===== src/rtl/sort_cnt_scan_if.sv =====
// Handshake and memory-port bundle between sort_cnt_scan and its environment.
// master: the scan engine; slave: the count memory plus the sorted-key consumer.
// Backpressure: out_ready stalls the key stream, and the memory ports have no flow control.
interface sort_cnt_scan_if #(
    parameter int DATA_WIDTH = 8,
    parameter int ADDR_WIDTH = 4,
    parameter int NUM_BANKS  = 2
);
    localparam int BANK_W = $clog2(NUM_BANKS);
    localparam int KEY_W  = ADDR_WIDTH + BANK_W;

    logic                            start;
    logic                            busy;
    logic                            done;
    logic [NUM_BANKS-1:0]            mem_rd_en;
    logic [ADDR_WIDTH-1:0]           mem_rd_addr;
    logic [NUM_BANKS*DATA_WIDTH-1:0] mem_rd_data;
    logic [NUM_BANKS-1:0]            mem_wr_en;
    logic [ADDR_WIDTH-1:0]           mem_wr_addr;
    logic [NUM_BANKS*DATA_WIDTH-1:0] mem_wr_data;
    logic                            out_valid;
    logic                            out_ready;
    logic [KEY_W-1:0]                out_data;

    modport master (
        input  start,
        output busy, done,
        output mem_rd_en, mem_rd_addr,
        input  mem_rd_data,
        output mem_wr_en, mem_wr_addr, mem_wr_data,
        output out_valid, out_data,
        input  out_ready
    );

    modport slave (
        output start,
        input  busy, done,
        input  mem_rd_en, mem_rd_addr,
        output mem_rd_data,
        input  mem_wr_en, mem_wr_addr, mem_wr_data,
        input  out_valid, out_data,
        output out_ready
    );
endinterface


===== src/rtl/sort_cnt_scan.sv =====
// Counting-sort read engine: scans the count memory and emits each key once per stored count, in ascending order.
// Latency: (2+NUM_BANKS) cycles per address, plus one cycle per extra count, plus a DONE cycle.
// Backpressure: out_ready=0 holds out_valid/out_data. Macro SORT_CNT_SCAN_CLR_EN clears each row as it is read.
module sort_cnt_scan #(
    parameter int DATA_WIDTH = 8,
    parameter int ADDR_WIDTH = 4,
    parameter int NUM_BANKS  = 2
) (
    input  logic             clk,
    input  logic             rst,
    sort_cnt_scan_if.master  bus
);
    localparam int BANK_W = $clog2(NUM_BANKS);
    localparam int KEY_W  = ADDR_WIDTH + BANK_W;

    typedef enum logic [2:0] {IDLE, READ, WAIT, EMIT, DONE} state_t;

    state_t                          state, state_nxt;
    logic [ADDR_WIDTH-1:0]           addr, addr_nxt;
    logic [BANK_W-1:0]               bank, bank_nxt, bank_inc;
    logic [DATA_WIDTH-1:0]           rem, rem_nxt;
    logic [NUM_BANKS*DATA_WIDTH-1:0] row_buf, row_nxt;
    logic                            last_bank, last_addr, advance;

    assign bank_inc  = bank + BANK_W'(1);
    assign last_bank = (bank == BANK_W'(NUM_BANKS - 1));
    assign last_addr = &addr;

    always_ff @(posedge clk) begin
        if (rst) begin
            state   <= IDLE;
            addr    <= '0;
            bank    <= '0;
            rem     <= '0;
            row_buf <= '0;
        end else begin
            state   <= state_nxt;
            addr    <= addr_nxt;
            bank    <= bank_nxt;
            rem     <= rem_nxt;
            row_buf <= row_nxt;
        end
    end

    always_comb begin
        state_nxt = state;
        addr_nxt  = addr;
        bank_nxt  = bank;
        rem_nxt   = rem;
        row_nxt   = row_buf;
        advance   = 1'b0;
        case (state)
            IDLE: begin
                if (bus.start) begin
                    state_nxt = READ;
                    addr_nxt  = '0;
                end
            end
            READ: state_nxt = WAIT;
            WAIT: begin
                row_nxt   = bus.mem_rd_data;
                bank_nxt  = '0;
                rem_nxt   = bus.mem_rd_data[DATA_WIDTH-1:0];
                state_nxt = EMIT;
            end
            EMIT: begin
                if (rem == '0) begin
                    advance = 1'b1;
                end else if (bus.out_ready) begin
                    rem_nxt = rem - DATA_WIDTH'(1);
                    advance = (rem == DATA_WIDTH'(1));
                end
            end
            DONE:    state_nxt = IDLE;
            default: state_nxt = IDLE;
        endcase

        // The final handshake of a bank moves on in the same edge, so no bubble per key run.
        if (advance) begin
            if (!last_bank) begin
                bank_nxt = bank_inc;
                rem_nxt  = row_buf[bank_inc*DATA_WIDTH +: DATA_WIDTH];
            end else if (!last_addr) begin
                addr_nxt  = addr + ADDR_WIDTH'(1);
                state_nxt = READ;
            end else begin
                state_nxt = DONE;
            end
        end
    end

    assign bus.busy        = (state == READ) || (state == WAIT) || (state == EMIT);
    assign bus.done        = (state == DONE);
    assign bus.mem_rd_en   = {NUM_BANKS{state == READ}};
    assign bus.mem_rd_addr = (state == READ) ? addr : '0;
    assign bus.out_valid   = (state == EMIT) && (rem != '0);
    assign bus.out_data    = KEY_W'({addr, bank});

`ifdef SORT_CNT_SCAN_CLR_EN
    assign bus.mem_wr_en   = {NUM_BANKS{state == WAIT}};
    assign bus.mem_wr_addr = (state == WAIT) ? addr : '0;
    assign bus.mem_wr_data = '0;
`else
    assign bus.mem_wr_en   = '0;
    assign bus.mem_wr_addr = '0;
    assign bus.mem_wr_data = '0;
`endif
endmodule


===== src/flat_wrapper.sv =====
// flat-port wrapper written by rule: the top's interface ports become plain ports
module sort_cnt_scan_flat 
#(
    parameter int DATA_WIDTH = 8,
    parameter int ADDR_WIDTH = 4,
    parameter int NUM_BANKS  = 2
)
  (clk, rst, bus_start, bus_busy, bus_done, bus_mem_rd_en, bus_mem_rd_addr, bus_mem_rd_data, bus_mem_wr_en, bus_mem_wr_addr, bus_mem_wr_data, bus_out_valid, bus_out_data, bus_out_ready);
  sort_cnt_scan_if #(.DATA_WIDTH(DATA_WIDTH), .ADDR_WIDTH(ADDR_WIDTH), .NUM_BANKS(NUM_BANKS)) bus_i ();
  input  logic clk;
  input  logic rst;
  input wire logic [$bits(bus_i.start)-1:0] bus_start;
  output wire logic [$bits(bus_i.busy)-1:0] bus_busy;
  output wire logic [$bits(bus_i.done)-1:0] bus_done;
  output wire logic [$bits(bus_i.mem_rd_en)-1:0] bus_mem_rd_en;
  output wire logic [$bits(bus_i.mem_rd_addr)-1:0] bus_mem_rd_addr;
  input wire logic [$bits(bus_i.mem_rd_data)-1:0] bus_mem_rd_data;
  output wire logic [$bits(bus_i.mem_wr_en)-1:0] bus_mem_wr_en;
  output wire logic [$bits(bus_i.mem_wr_addr)-1:0] bus_mem_wr_addr;
  output wire logic [$bits(bus_i.mem_wr_data)-1:0] bus_mem_wr_data;
  output wire logic [$bits(bus_i.out_valid)-1:0] bus_out_valid;
  output wire logic [$bits(bus_i.out_data)-1:0] bus_out_data;
  input wire logic [$bits(bus_i.out_ready)-1:0] bus_out_ready;
  assign bus_i.start = bus_start;
  assign bus_busy = bus_i.busy;
  assign bus_done = bus_i.done;
  assign bus_mem_rd_en = bus_i.mem_rd_en;
  assign bus_mem_rd_addr = bus_i.mem_rd_addr;
  assign bus_i.mem_rd_data = bus_mem_rd_data;
  assign bus_mem_wr_en = bus_i.mem_wr_en;
  assign bus_mem_wr_addr = bus_i.mem_wr_addr;
  assign bus_mem_wr_data = bus_i.mem_wr_data;
  assign bus_out_valid = bus_i.out_valid;
  assign bus_out_data = bus_i.out_data;
  assign bus_i.out_ready = bus_out_ready;
  sort_cnt_scan #(.DATA_WIDTH(DATA_WIDTH), .ADDR_WIDTH(ADDR_WIDTH), .NUM_BANKS(NUM_BANKS)) u_core (.clk(clk), .rst(rst), .bus(bus_i));
endmodule

===== config.mk =====
export PLATFORM = sky130hd
export DESIGN_NAME = sort_cnt_scan_flat
export DESIGN_NICKNAME = d
export VERILOG_FILES = /design/src/rtl/sort_cnt_scan_if.sv /design/src/rtl/sort_cnt_scan.sv /design/src/flat_wrapper.sv
export SDC_FILE = /design/constraint.sdc
export NUM_CORES = 1
export LEC_CHECK = 0
export CAP_MARGIN = 10
export CORE_MARGIN = 3
export CORE_UTILIZATION = 45
export CTS_BUF_LIST = sky130_fd_sc_hd__clkbuf_16
export CTS_CLUSTER_DIAMETER = 50
export CTS_CLUSTER_SIZE = 28
export DETAILED_ROUTE_END_ITERATION = 10
export GPL_TIMING_DRIVEN = 0
export HOLD_SLACK_MARGIN = 0.15
export PLACE_DENSITY = 0.79
export REMOVE_ABC_BUFFERS = 1
export SYNTH_ARGS = -nofsm -noshare
export SYNTH_HDL_FRONTEND = slang
export SYNTH_SLANG_ARGS = --single-unit

===== constraint.sdc =====
create_clock -name clk -period 2.3 [get_ports clk]
set_input_delay 0.23 -clock clk [delete_from_list [all_inputs] [get_ports clk]]
set_output_delay 0.23 -clock clk [all_outputs]
set_load 0.01 [all_outputs]

==> results by group <==
Run status
  • Status: complete, no violations

Floorplan
  • Top Ports: 56
  • Die footprint: 4480 µm²
  • Die H: 66.9 µm
  • Initial Utilization: 48.5%
  • Die width: 66.9 µm
  • Cell Rows: 21
  • Core box area: 3440 µm²

Power
  • Logic pwr share: 22.6%
  • Sw Share: 26.8%
  • Clock share of power: 39.5%
  • Power per cell area: 631 nW/µm²
  • Sequential power share: 38.0%
  • Peak supply drop: 0.323 mV
  • Psw: 0.336 mW
  • Total Power: 1.25 mW
  • Int Pwr: 0.918 mW
  • Leakage: 0.759 nW

Setup path
  • Cell Chain, Critical Path: inv_1 > ha_1 > nor3b_2 > a21oi_2 > clkdlybuf4s50_1
  • Crit path buf inv count: 2
  • Crit-path leading delay family: buffers and inverters
  • Crit start category: register
  • Setup CP Type: reg -> out
  • Reg2reg end: u_core.addr[0]$_SDFF_PP0_
  • Reg2reg path depth: 4
  • Critical Path Max Stage Delay: 0.57 ns
  • Critical path's slowest cell: clkdlybuf4s50_1
  • Worst Path Arrival: 1.95 ns
  • RR Startpoint: u_core.rem[2]$_SDFF_PP0_
  • CP startpoint: u_core.rem[1]$_SDFF_PP0_
  • Crit Path Max Fanout: 5
  • Worst EP required: 2.07 ns
  • Crit end category: primary output
  • Flop-to-flop setup slack: 0.50 ns

Clocking
  • CTS root buffer: clkbuf_16
  • CTS tree: done
  • H-tree Lvls: 1
  • Clock-pin slew on the worst setup and hold paths: 0.06 ns
  • Worst skew pair latency: 0.26 ns
  • Num CTS Buffers: 3
  • CTS Sinks: 24
  • Postcts setup bufs: 0
  • Worst-case clock buffer depth: 2

Final layout
  • Layout fillers: 322
  • ANT cells: 0
  • Most frequent cells in the layout: clkdlybuf4s50_1, nand2_1, dfxtp_1
  • Final net count: 250
  • Final Cell Area: 1990 µm²
  • Most common cell after layout, fill and taps aside: clkdlybuf4s50_1
  • Share of layout cells above drive strength 1: 10.2%
  • P&R area growth vs syn: 19.1%

GRT
  • GR Overflow Total: 0
  • Initial antenna violation count: 0
  • GR Util All Layers: 16.6%
  • Vias in the first global route: 1259
  • First-pass GRT wire length: 5.73 mm
  • Largest net degree at the start of global routing: 26

Route
  • Routed vias: 1432
  • Avg WL per Cell: 13.1 µm
  • Total wire length: 3.55 mm
  • Antenna Nets Post-Route: 0
  • Drc violations: 0
  • Detailed Route Iter0 Violations: 48
  • Via density: 5.28
  • Drt pass-1 iters: 4

STA
  • Worst slew pin tran: 0.927 ns
  • Final Hold Viols: 0
  • Final setup violation count: 0
  • Relative slew slack: 38.0%
  • Fin Clk Skew: 0.00417 ns
  • RSZ-0062 raised after global routing: false
  • Minimum clock period: 2.18 ns
  • Pins over their slew limit: 0
  • Final hold slack: 0.457 ns
  • Max Freq: 0.459 GHz
  • Fin crit share: 94.7%

Placement
  • Post-DP HPWL: 2.57 mm
  • Port buffer count: 33
  • GPL Wtd Cong: 0.865
  • Placement-stage cell area: 1870 µm²

Min path
  • Worst Hold Depth: 2
  • HP Class: reg -> reg
  • Hold Path Sink: u_core.row_buf[15]$_SDFFE_PP0N_
  • Hold Path Origin: u_core.row_buf[15]$_SDFFE_PP0N_

Yosys
  • Syn avg cell area: 8.14 µm²
  • Yosys cell types: 49
  • EDFF count, synth: 0
  • Synth Area in Simple Gates: 25.8%
  • Main synth FF type: dfxtp_1
  • Synth Area in Compound Gates: 20.6%
  • Register area share after synthesis: 28.8%
  • Multiplexer area fraction after synthesis: 2.40%
  • Cell Area, Synth: 1670 µm²
  • Yosys warns: 0
  • Async SR Flop Fraction: 0%
  • Post-Syn Instances: 205
  • Synth Register Bits: 24
  • Synth Area in XOR/XNOR: 1.57%
  • Area share of fa/ha/maj cells after synthesis: 3.00%
  • Largest family of logic cells by synthesized area: simple AND/OR/NAND/NOR gates

Job
  • # Max-Cap Violations: 0
## timing repair
item                       4_1_cts  5_1_grt
setup endpoints to repair        1        1
resized for setup                2        1
pin swaps                        0        0
hold buffers                     0        0
## kinds of logic (layout without fill, tap and decap cells)
logic type                 count (synthesis)  count (layout)
xor gates and xnor gates                   3               3
DFF                                       24              24
AOI/OAI and AO/OA                         51              51
muxes                                      4               4
adders and majority gates                  4               4
buffers and inverters                     43              42
other                                      1              22
and+or+nand+nor                           75              75
## flip-flops by register name (all words and copies together) (netlist names)
name	cells
u_core.rem	8
u_core.row_buf	8
u_core.addr	4
u_core.bank	1
u_core.state	3
## metrics by stage
| step | setup TNS [ns] | setup slack, ns | cells | utilization [%] |
|---|---|---|---|---|
| finish | 0 | 0.121 | 271 | 57.8 |
| CTS | 0 | 0.0853 | 271 | 57.7 |
| global route | 0 | 0.000342 | 271 | 57.8 |
| detailed placement | 0 | 0.128 | 267 | 54.4 |
| floorplan | 0 | 0.414 | 187 | - |
| global placement | -1.70 | -0.275 | 266 | 53.9 |
## routing by layer
| layer | routed length (µm) | part of all wire, % | track usage, % | vias up |
|---|---|---|---|---|
| met5 | 0 | 0 | 0 | - |
| met4 | 52 | 1.5 | 6.58 | 0 |
| met3 | 198 | 5.6 | 2.53 | 5 |
| met2 | 1680 | 47 | 26.1 | 49 |
| met1 | 1620 | 46 | 22.4 | 660 |
| li1 | - | - | - | 718 |
## layout make-up
class,count,area (µm²),share of cell area [%]
clock inverters,1,30.0,1.51
inverters,4,15.0,0.755
clock buffers,3,75.1,3.78
repair buffers,34,342,17.2
flip-flops and latches,24,482,24.2
well taps,46,57.6,2.89
multi-input cells,159,987,49.7
## worst register-to-register path: cells and delay by family, from the launching register on
| family | cells | cell delay, ns |
|---|---|---|
| AND/OR/NAND/NOR | 3 | 1.15 |
| flip-flops | 1 | 0.41 |
| multiplexers | 1 | 0.13 |
## power groups by stage
stage / clock (mW) / combinational (mW) / sequential [mW]
2_1_floorplan: 0 / 0.186 / 0.477
3_3_place_gp: 0 / 0.269 / 0.483
3_5_place_dp: 0 / 0.275 / 0.484
4_1_cts: 0.501 / 0.282 / 0.476
5_1_grt: 0.516 / 0.314 / 0.481
6_report: 0.495 / 0.283 / 0.476
## cell usage after synthesis (2+ instances only)
cell,count,area share [%]
nand3_1,3,0.90
clkbuf_1,3,0.67
nor3b_1,4,1.8
xnor2_1,3,1.6
nor4_1,4,1.5
o31a_2,2,1.2
ha_1,4,3.0
buf_6,2,1.3
nand2_1,27,6.1
a221oi_1,3,1.6
nor3_1,4,1.2
mux2i_1,4,2.4
inv_1,4,0.90
a31o_2,2,1.0
dfxtp_1,24,29
a21oi_1,19,5.7
o211ai_1,2,0.90
a22o_1,3,1.6
nand2b_1,3,1.1
o21ai_0,8,2.4
o21a_1,2,0.90
buf_4,26,12
o22ai_1,2,0.75
nand4_2,2,1.5
and2_1,5,1.9
nor4b_1,3,1.6
nor2_1,10,2.2
buf_2,6,1.8
## worst max-delay path by stage
| stage | to | depth (start not counted) |
|---|---|---|
| finish | bus_out_valid | 5 |
| global route | bus_mem_rd_addr[2] | 4 |
| CTS | bus_out_valid | 5 |
| detailed placement | u_core.addr[3]$_SDFF_PP0_ | 5 |
| global placement | u_core.rem[1]$_SDFF_PP0_ | 4 |
| floorplan | u_core.rem[1]$_SDFF_PP0_ | 4 |
Power figures use the tool's default switching activity.
